===== src/rtl/fifo32x6_rd_if.sv =====
// Handshake bundle for the 32x6 FIFO: the write side, the registered read side and the status flags.
// master = producer/consumer side, slave = FIFO.
interface fifo32x6_rd_if;
  logic [5:0] DI;
  logic       WE;
  logic       FULL;
  logic       AFULL;
  logic [5:0] DO;
  logic       DV;
  logic       RE;
  logic       AEMPTY;
  logic [5:0] COUNT;
  logic       OVF;
  logic       UNF;

  modport master (output DI, WE, RE,
                  input  FULL, AFULL, DO, DV, AEMPTY, COUNT, OVF, UNF);
  modport slave  (input  DI, WE, RE,
                  output FULL, AFULL, DO, DV, AEMPTY, COUNT, OVF, UNF);
endinterface


===== src/rtl/fifo32x6_rd.sv =====
// 32x6 synchronous FIFO built on distributed RAM (async read), with a registered DO/DV
// output stage popped whenever it is empty or being accepted.
module fifo32x6_rd #(
  parameter int AFULL_LEVEL  = 24,
  parameter int AEMPTY_LEVEL = 4
) (
  input  logic CLK,
  input  logic RST,
  fifo32x6_rd_if.slave bus
);
  localparam logic [5:0] AF_LVL = AFULL_LEVEL[5:0];
  localparam logic [5:0] AE_LVL = AEMPTY_LEVEL[5:0];

  logic [5:0] mem [32];

  logic [4:0] wptr_q, wptr_d;
  logic [4:0] rptr_q, rptr_d;
  logic [5:0] count_q, count_d;
  logic [5:0] do_q, do_d;
  logic       dv_q, dv_d;
  logic       ovf_q, ovf_d;
  logic       unf_q, unf_d;

  logic full, wr_acc, pop;

  assign full   = (count_q == 6'd32);
  assign wr_acc = bus.WE && !full;
  // Pop uses the registered count, so a word written into an empty RAM waits one cycle.
  assign pop    = (count_q != 6'd0) && (!dv_q || bus.RE);

  always_comb begin
    wptr_d  = wptr_q;
    rptr_d  = rptr_q;
    do_d    = do_q;
    dv_d    = dv_q;
    ovf_d   = ovf_q | (bus.WE && full);
    unf_d   = unf_q | (bus.RE && !dv_q);
    count_d = count_q + {5'd0, wr_acc} - {5'd0, pop};
    if (wr_acc) wptr_d = wptr_q + 5'd1;
    if (pop) begin
      do_d   = mem[rptr_q];
      rptr_d = rptr_q + 5'd1;
      dv_d   = 1'b1;
    end else if (bus.RE && dv_q) begin
      dv_d = 1'b0;
    end
  end

  always_ff @(posedge CLK) begin
    if (RST) begin
      wptr_q  <= '0;
      rptr_q  <= '0;
      count_q <= '0;
      do_q    <= '0;
      dv_q    <= 1'b0;
      ovf_q   <= 1'b0;
      unf_q   <= 1'b0;
    end else begin
      wptr_q  <= wptr_d;
      rptr_q  <= rptr_d;
      count_q <= count_d;
      do_q    <= do_d;
      dv_q    <= dv_d;
      ovf_q   <= ovf_d;
      unf_q   <= unf_d;
    end
  end

  // RAM contents are deliberately not reset so this maps onto LUT RAM.
  always_ff @(posedge CLK) begin
    if (wr_acc && !RST) mem[wptr_q] <= bus.DI;
  end

  assign bus.FULL   = full;
  assign bus.AFULL  = (count_q >= AF_LVL);
  assign bus.AEMPTY = (count_q <= AE_LVL);
  assign bus.COUNT  = count_q;
  assign bus.DO     = do_q;
  assign bus.DV     = dv_q;
  assign bus.OVF    = ovf_q;
  assign bus.UNF    = unf_q;
endmodule


===== src/flat_wrapper.sv =====
// flat-port wrapper written by rule: the top's interface ports become plain ports
module fifo32x6_rd_flat 
#(
  parameter int AFULL_LEVEL  = 24,
  parameter int AEMPTY_LEVEL = 4
)
  (CLK, RST, bus_DI, bus_WE, bus_RE, bus_FULL, bus_AFULL, bus_DO, bus_DV, bus_AEMPTY, bus_COUNT, bus_OVF, bus_UNF);
  fifo32x6_rd_if bus_i ();
  input  logic CLK;
  input  logic RST;
  input wire logic [$bits(bus_i.DI)-1:0] bus_DI;
  input wire logic [$bits(bus_i.WE)-1:0] bus_WE;
  input wire logic [$bits(bus_i.RE)-1:0] bus_RE;
  output wire logic [$bits(bus_i.FULL)-1:0] bus_FULL;
  output wire logic [$bits(bus_i.AFULL)-1:0] bus_AFULL;
  output wire logic [$bits(bus_i.DO)-1:0] bus_DO;
  output wire logic [$bits(bus_i.DV)-1:0] bus_DV;
  output wire logic [$bits(bus_i.AEMPTY)-1:0] bus_AEMPTY;
  output wire logic [$bits(bus_i.COUNT)-1:0] bus_COUNT;
  output wire logic [$bits(bus_i.OVF)-1:0] bus_OVF;
  output wire logic [$bits(bus_i.UNF)-1:0] bus_UNF;
  assign bus_i.DI = bus_DI;
  assign bus_i.WE = bus_WE;
  assign bus_i.RE = bus_RE;
  assign bus_FULL = bus_i.FULL;
  assign bus_AFULL = bus_i.AFULL;
  assign bus_DO = bus_i.DO;
  assign bus_DV = bus_i.DV;
  assign bus_AEMPTY = bus_i.AEMPTY;
  assign bus_COUNT = bus_i.COUNT;
  assign bus_OVF = bus_i.OVF;
  assign bus_UNF = bus_i.UNF;
  fifo32x6_rd #(.AFULL_LEVEL(AFULL_LEVEL), .AEMPTY_LEVEL(AEMPTY_LEVEL)) u_core (.CLK(CLK), .RST(RST), .bus(bus_i));
endmodule

===== config.mk =====
export PLATFORM = sky130hd
export DESIGN_NAME = fifo32x6_rd_flat
export DESIGN_NICKNAME = d
export VERILOG_FILES = /design/src/rtl/fifo32x6_rd_if.sv /design/src/rtl/fifo32x6_rd.sv /design/src/flat_wrapper.sv
export SDC_FILE = /design/constraint.sdc
export NUM_CORES = 1
export LEC_CHECK = 0
export BUFFER_PORTS_ARGS = -buffer_cell sky130_fd_sc_hd__buf_2
export CAP_MARGIN = 5
export CORE_MARGIN = 10
export CORE_UTILIZATION = 35
export CTS_CLUSTER_SIZE = 10
export DETAILED_ROUTE_END_ITERATION = 8
export MAX_ROUTING_LAYER = met4
export SLEW_MARGIN = 20
export SYNTH_ARGS = -nofsm -noshare
export SYNTH_HDL_FRONTEND = slang
export SYNTH_SLANG_ARGS = --single-unit

===== constraint.sdc =====
create_clock -name CLK -period 5.5 [get_ports CLK]
set_clock_uncertainty 0.15 [all_clocks]
set_input_delay 0.55 -clock CLK [delete_from_list [all_inputs] [get_ports CLK]]
set_output_delay 0.55 -clock CLK [all_outputs]
set_load 0.005 [all_outputs]

==> impl_metrics.tcl <==
set metrics [dict create \
    drtIter0Drc 385 \
    dieWidth_um 178 \
    powerDensity_nw_per_um2 438 \
    synth_top_family_by_area "multiplexers" \
    rsz0062_at_grt "false" \
    seq_power_share_pct 45.7 \
    cts_inserted_buffers 25 \
    final_cell_area_sq_um 9870 \
    gp_congestion 0.864 \
    antenna_found_initial 0 \
    path_delay_family "simple AND/OR/NAND/NOR gates" \
    p_leak_nw 3.18 \
    holdPathStages 3 \
    reg2reg_to "u_core.mem[2][5]" \
    grt.total_usage_pct 12.3 \
    post_cts_buffers 0 \
    post-place-cells 832 \
    slew_headroom_pct 33.4 \
    rr_worst_depth 7 \
    firstDrtPassIters 5 \
    dieArea_sq_um 31800 \
    core_sq_um 24500 \
    avgSynthCellArea_sq_um 17.4 \
    cp-start-kind "flip-flop" \
    synth_compound_area_share_pct 4.47 \
    synthArstFlopShare_pct 0 \
    start_util_pct 35.8 \
    grt_pass1_wl_um 28900 \
    min_to "u_core.bus.OVF" \
    dpl_cell_area_sq_um 9170 \
    swShare_pct 27.1 \
    ys_types 38 \
    fmax_ghz 0.301 \
    hp-class "primary input to flip-flop" \
    syn-cell-area_sq_um 8760 \
    register_area_sq_um 6270 \
    status "completed" \
    clkSlewWorstSetupHoldPaths_ns 0.05 \
    regToRegStartpoint "u_core.bus.COUNT[3]" \
    drc 0 \
    area_growth_pct 12.7 \
    ctsHtreeMaxLevel 1 \
    crit_fanout 8 \
    drt_wl_total_um 19000 \
    p_int_mw 3.15 \
    vias_per_cell 5.08 \
    rows 57 \
    fillers 2185 \
    slowest_delay_ns 0.61 \
    ctsResizeCount 0 \
    ys.flop_type "edfxtp_1" \
    cp.depth 7 \
    period_share_pct 60.5 \
    via_count 4458 \
    grt_max_degree 33 \
    final_cells 877 \
    final_util_pct 40.4 \
    p_clk_share_pct 33.3 \
    end_kind "flip-flop" \
    timing.final.setup_violations 0 \
    yosys_warnings 0 \
    crit_slowest_cell "nor2_1" \
    crit_chain "inv_1 > ha_1 > and4bb_2 > nor2b_1 > nor2b_1 > nand2_1 > nor2_1" \
    synth_edf_count 192 \
    io_pins 28 \
    reg2reg_setup_slack_ns 2.17 \
    peakVddDrop_mv 0.268 \
    tightestPinTransition_ns 0.998 \
    crit_path_frequent_cell "nor2b_1" \
    critical_path_class "flip-flop to flip-flop" \
    ys_seq_area_share_pct 71.5 \
    clkLatencyLatePin_ns 0.51 \
    dpl.hpwl_um 12100 \
    critPathRequiredTime_ns 5.49 \
    ys_ff_latch 217 \
    drv_cap 0 \
    synth_mux_area_share_pct 12.8 \
    crit_buf_inv 1 \
    wl_per_cell_um 21.7 \
    pwr-share-comb_pct 21.1 \
    synthSimpleGateAreaFrac_pct 4.89 \
    switchingPower_mw 1.17 \
    final_layout_size_suffix_gt1_share_pct 17.4 \
    num-nets-final 564 \
    synth_xor_area_share_pct 1.10 \
    cts_tree "done" \
    io_buffers 27 \
    grt_overflow 0 \
    root_buffer "clkbuf_16" \
    multi_input_area_sq_um 2280 \
    synthCells 503 \
    antenna_cells 0 \
    grt_pass1_vias 4654 \
    synth_nets 532 \
    period_needed_ns 3.33 \
    synthAdderAreaFrac_pct 2.80 \
    fin_tns_setup_ns 0 \
    hold_viol_final 0 \
    clk_path_buf_depth 3 \
    hold_buffers 0 \
    slew_viol_final 0 \
    total_power_mw 4.32 \
    route.antenna.remaining_nets 0 \
    hp-start "bus_WE" \
    fp.dieH_um 178 \
    crit_arrival_ns 3.31 \
    clock_sinks 217 \
]
[power by group through the flow]
stage               Sequential, mW  Clock (mW)  Combinational [mW]
floorplan                     1.94           0               0.733
global placement              2.01           0               0.897
detailed placement            2.01           0               0.912
CTS                           1.98        1.46               0.918
global route                  1.99        1.54               0.989
finish                        1.97        1.44               0.910
[stage by stage]
| step | hold WS, ns | setup slack (ns) |
|---|---|---|
| global route | 0.159 | 1.96 |
| CTS | 0.126 | 2.13 |
| global placement | 0.303 | 2.33 |
| detailed placement | 0.314 | 2.18 |
| floorplan | 0.310 | 2.72 |
| finish | 0.139 | 2.17 |
[cell usage in the layout, fill, tap and decap left out, types with 2 or more instances in the layout]
master | netlist | layout
a211oi_1 | 5 | 5
a21oi_1 | 12 | 12
a22oi_1 | 10 | 10
a32o_1 | 7 | 7
buf_2 | 7 | 27
buf_4 | 3 | 3
clkbuf_1 | 10 | 20
clkbuf_16 | 0 | 25
dfxtp_1 | 25 | 24
edfxtp_1 | 192 | 192
ha_1 | 18 | 18
inv_1 | 15 | 15
mux2i_1 | 30 | 30
mux4_2 | 36 | 36
nand2_1 | 19 | 19
nand3_1 | 2 | 2
nand3b_1 | 5 | 5
nand4_1 | 4 | 4
nor2_1 | 55 | 55
nor2b_1 | 7 | 7
o21ai_0 | 2 | 2
o21bai_1 | 2 | 2
o221ai_1 | 6 | 6
o22ai_1 | 5 | 5
xnor2_1 | 4 | 4
xor2_1 | 7 | 7
[routing by layer]
| metal | global-route usage [%] | wire (um) |
|---|---|---|
| met3 | 1.75 | 924 |
| met4 | 3.27 | 338 |
| met2 | 20.2 | 9390 |
| met1 | 15.8 | 8370 |
| met5 | - | 0 |
[layout make-up]
type,count,share of cell area [%]
clock buffers,45,7.10
repair buffers,30,1.60
well taps,324,4.11
flip-flops and latches,217,63.5
inverters,15,0.570
multi-input cells,246,23.1
[logic make-up after synthesis]
family                   Yosys count
multiplexers                      67
XOR/XNOR                          11
AND/OR/NAND/NOR                   96
adder cells (fa/ha/maj)           19
flip-flops                       217
buffers and inverters             40
AO/OA/AOI/OAI                     53
[how the worst max path moves through the flow]
stage                        startpoint                  end
floorplan           u_core.bus.COUNT[3]  u_core.bus.COUNT[5]
global placement    u_core.bus.COUNT[3]    u_core.mem[13][1]
detailed placement  u_core.bus.COUNT[3]     u_core.mem[3][1]
CTS                 u_core.bus.COUNT[3]     u_core.mem[3][3]
global route        u_core.bus.COUNT[3]     u_core.mem[2][0]
finish              u_core.bus.COUNT[3]     u_core.mem[2][5]
[tightest hold or removal path, stage by stage]
cell and delay (ns):
buf_2 0.08, a21oi_1 0.05, nor2_1 0.07
[flip-flops by register name (all words and copies together) (netlist names)]
| register | cells |
|---|---|
| u_core.bus.COUNT | 6 |
| u_core.rptr_q | 5 |
| u_core.bus.DV | 1 |
| u_core.bus.UNF | 1 |
| u_core.mem | 192 |
| u_core.bus.DO | 6 |
| u_core.wptr_q | 5 |
| u_core.bus.OVF | 1 |
[cell usage after synthesis (all sizes together) (5+ instances only)]
cell type  number  area [sq um]
edfxtp        192          5770
mux4           36           811
inv            15          56.3
nand3b          5          37.5
buf            15           115
xor2            7          61.3
o221ai          6          52.6
a22oi          10          75.1
mux2i          30           300
nor2           55           206
nor2b           7          43.8
dfxtp          25           500
clkbuf         10          37.5
nand2          19          71.3
a32o            7          70.1
a211oi          5          37.5
ha             18           225
o22ai           5          31.3
a21oi          12          60.1
Note: power is estimated with default switching activity, not from simulation.
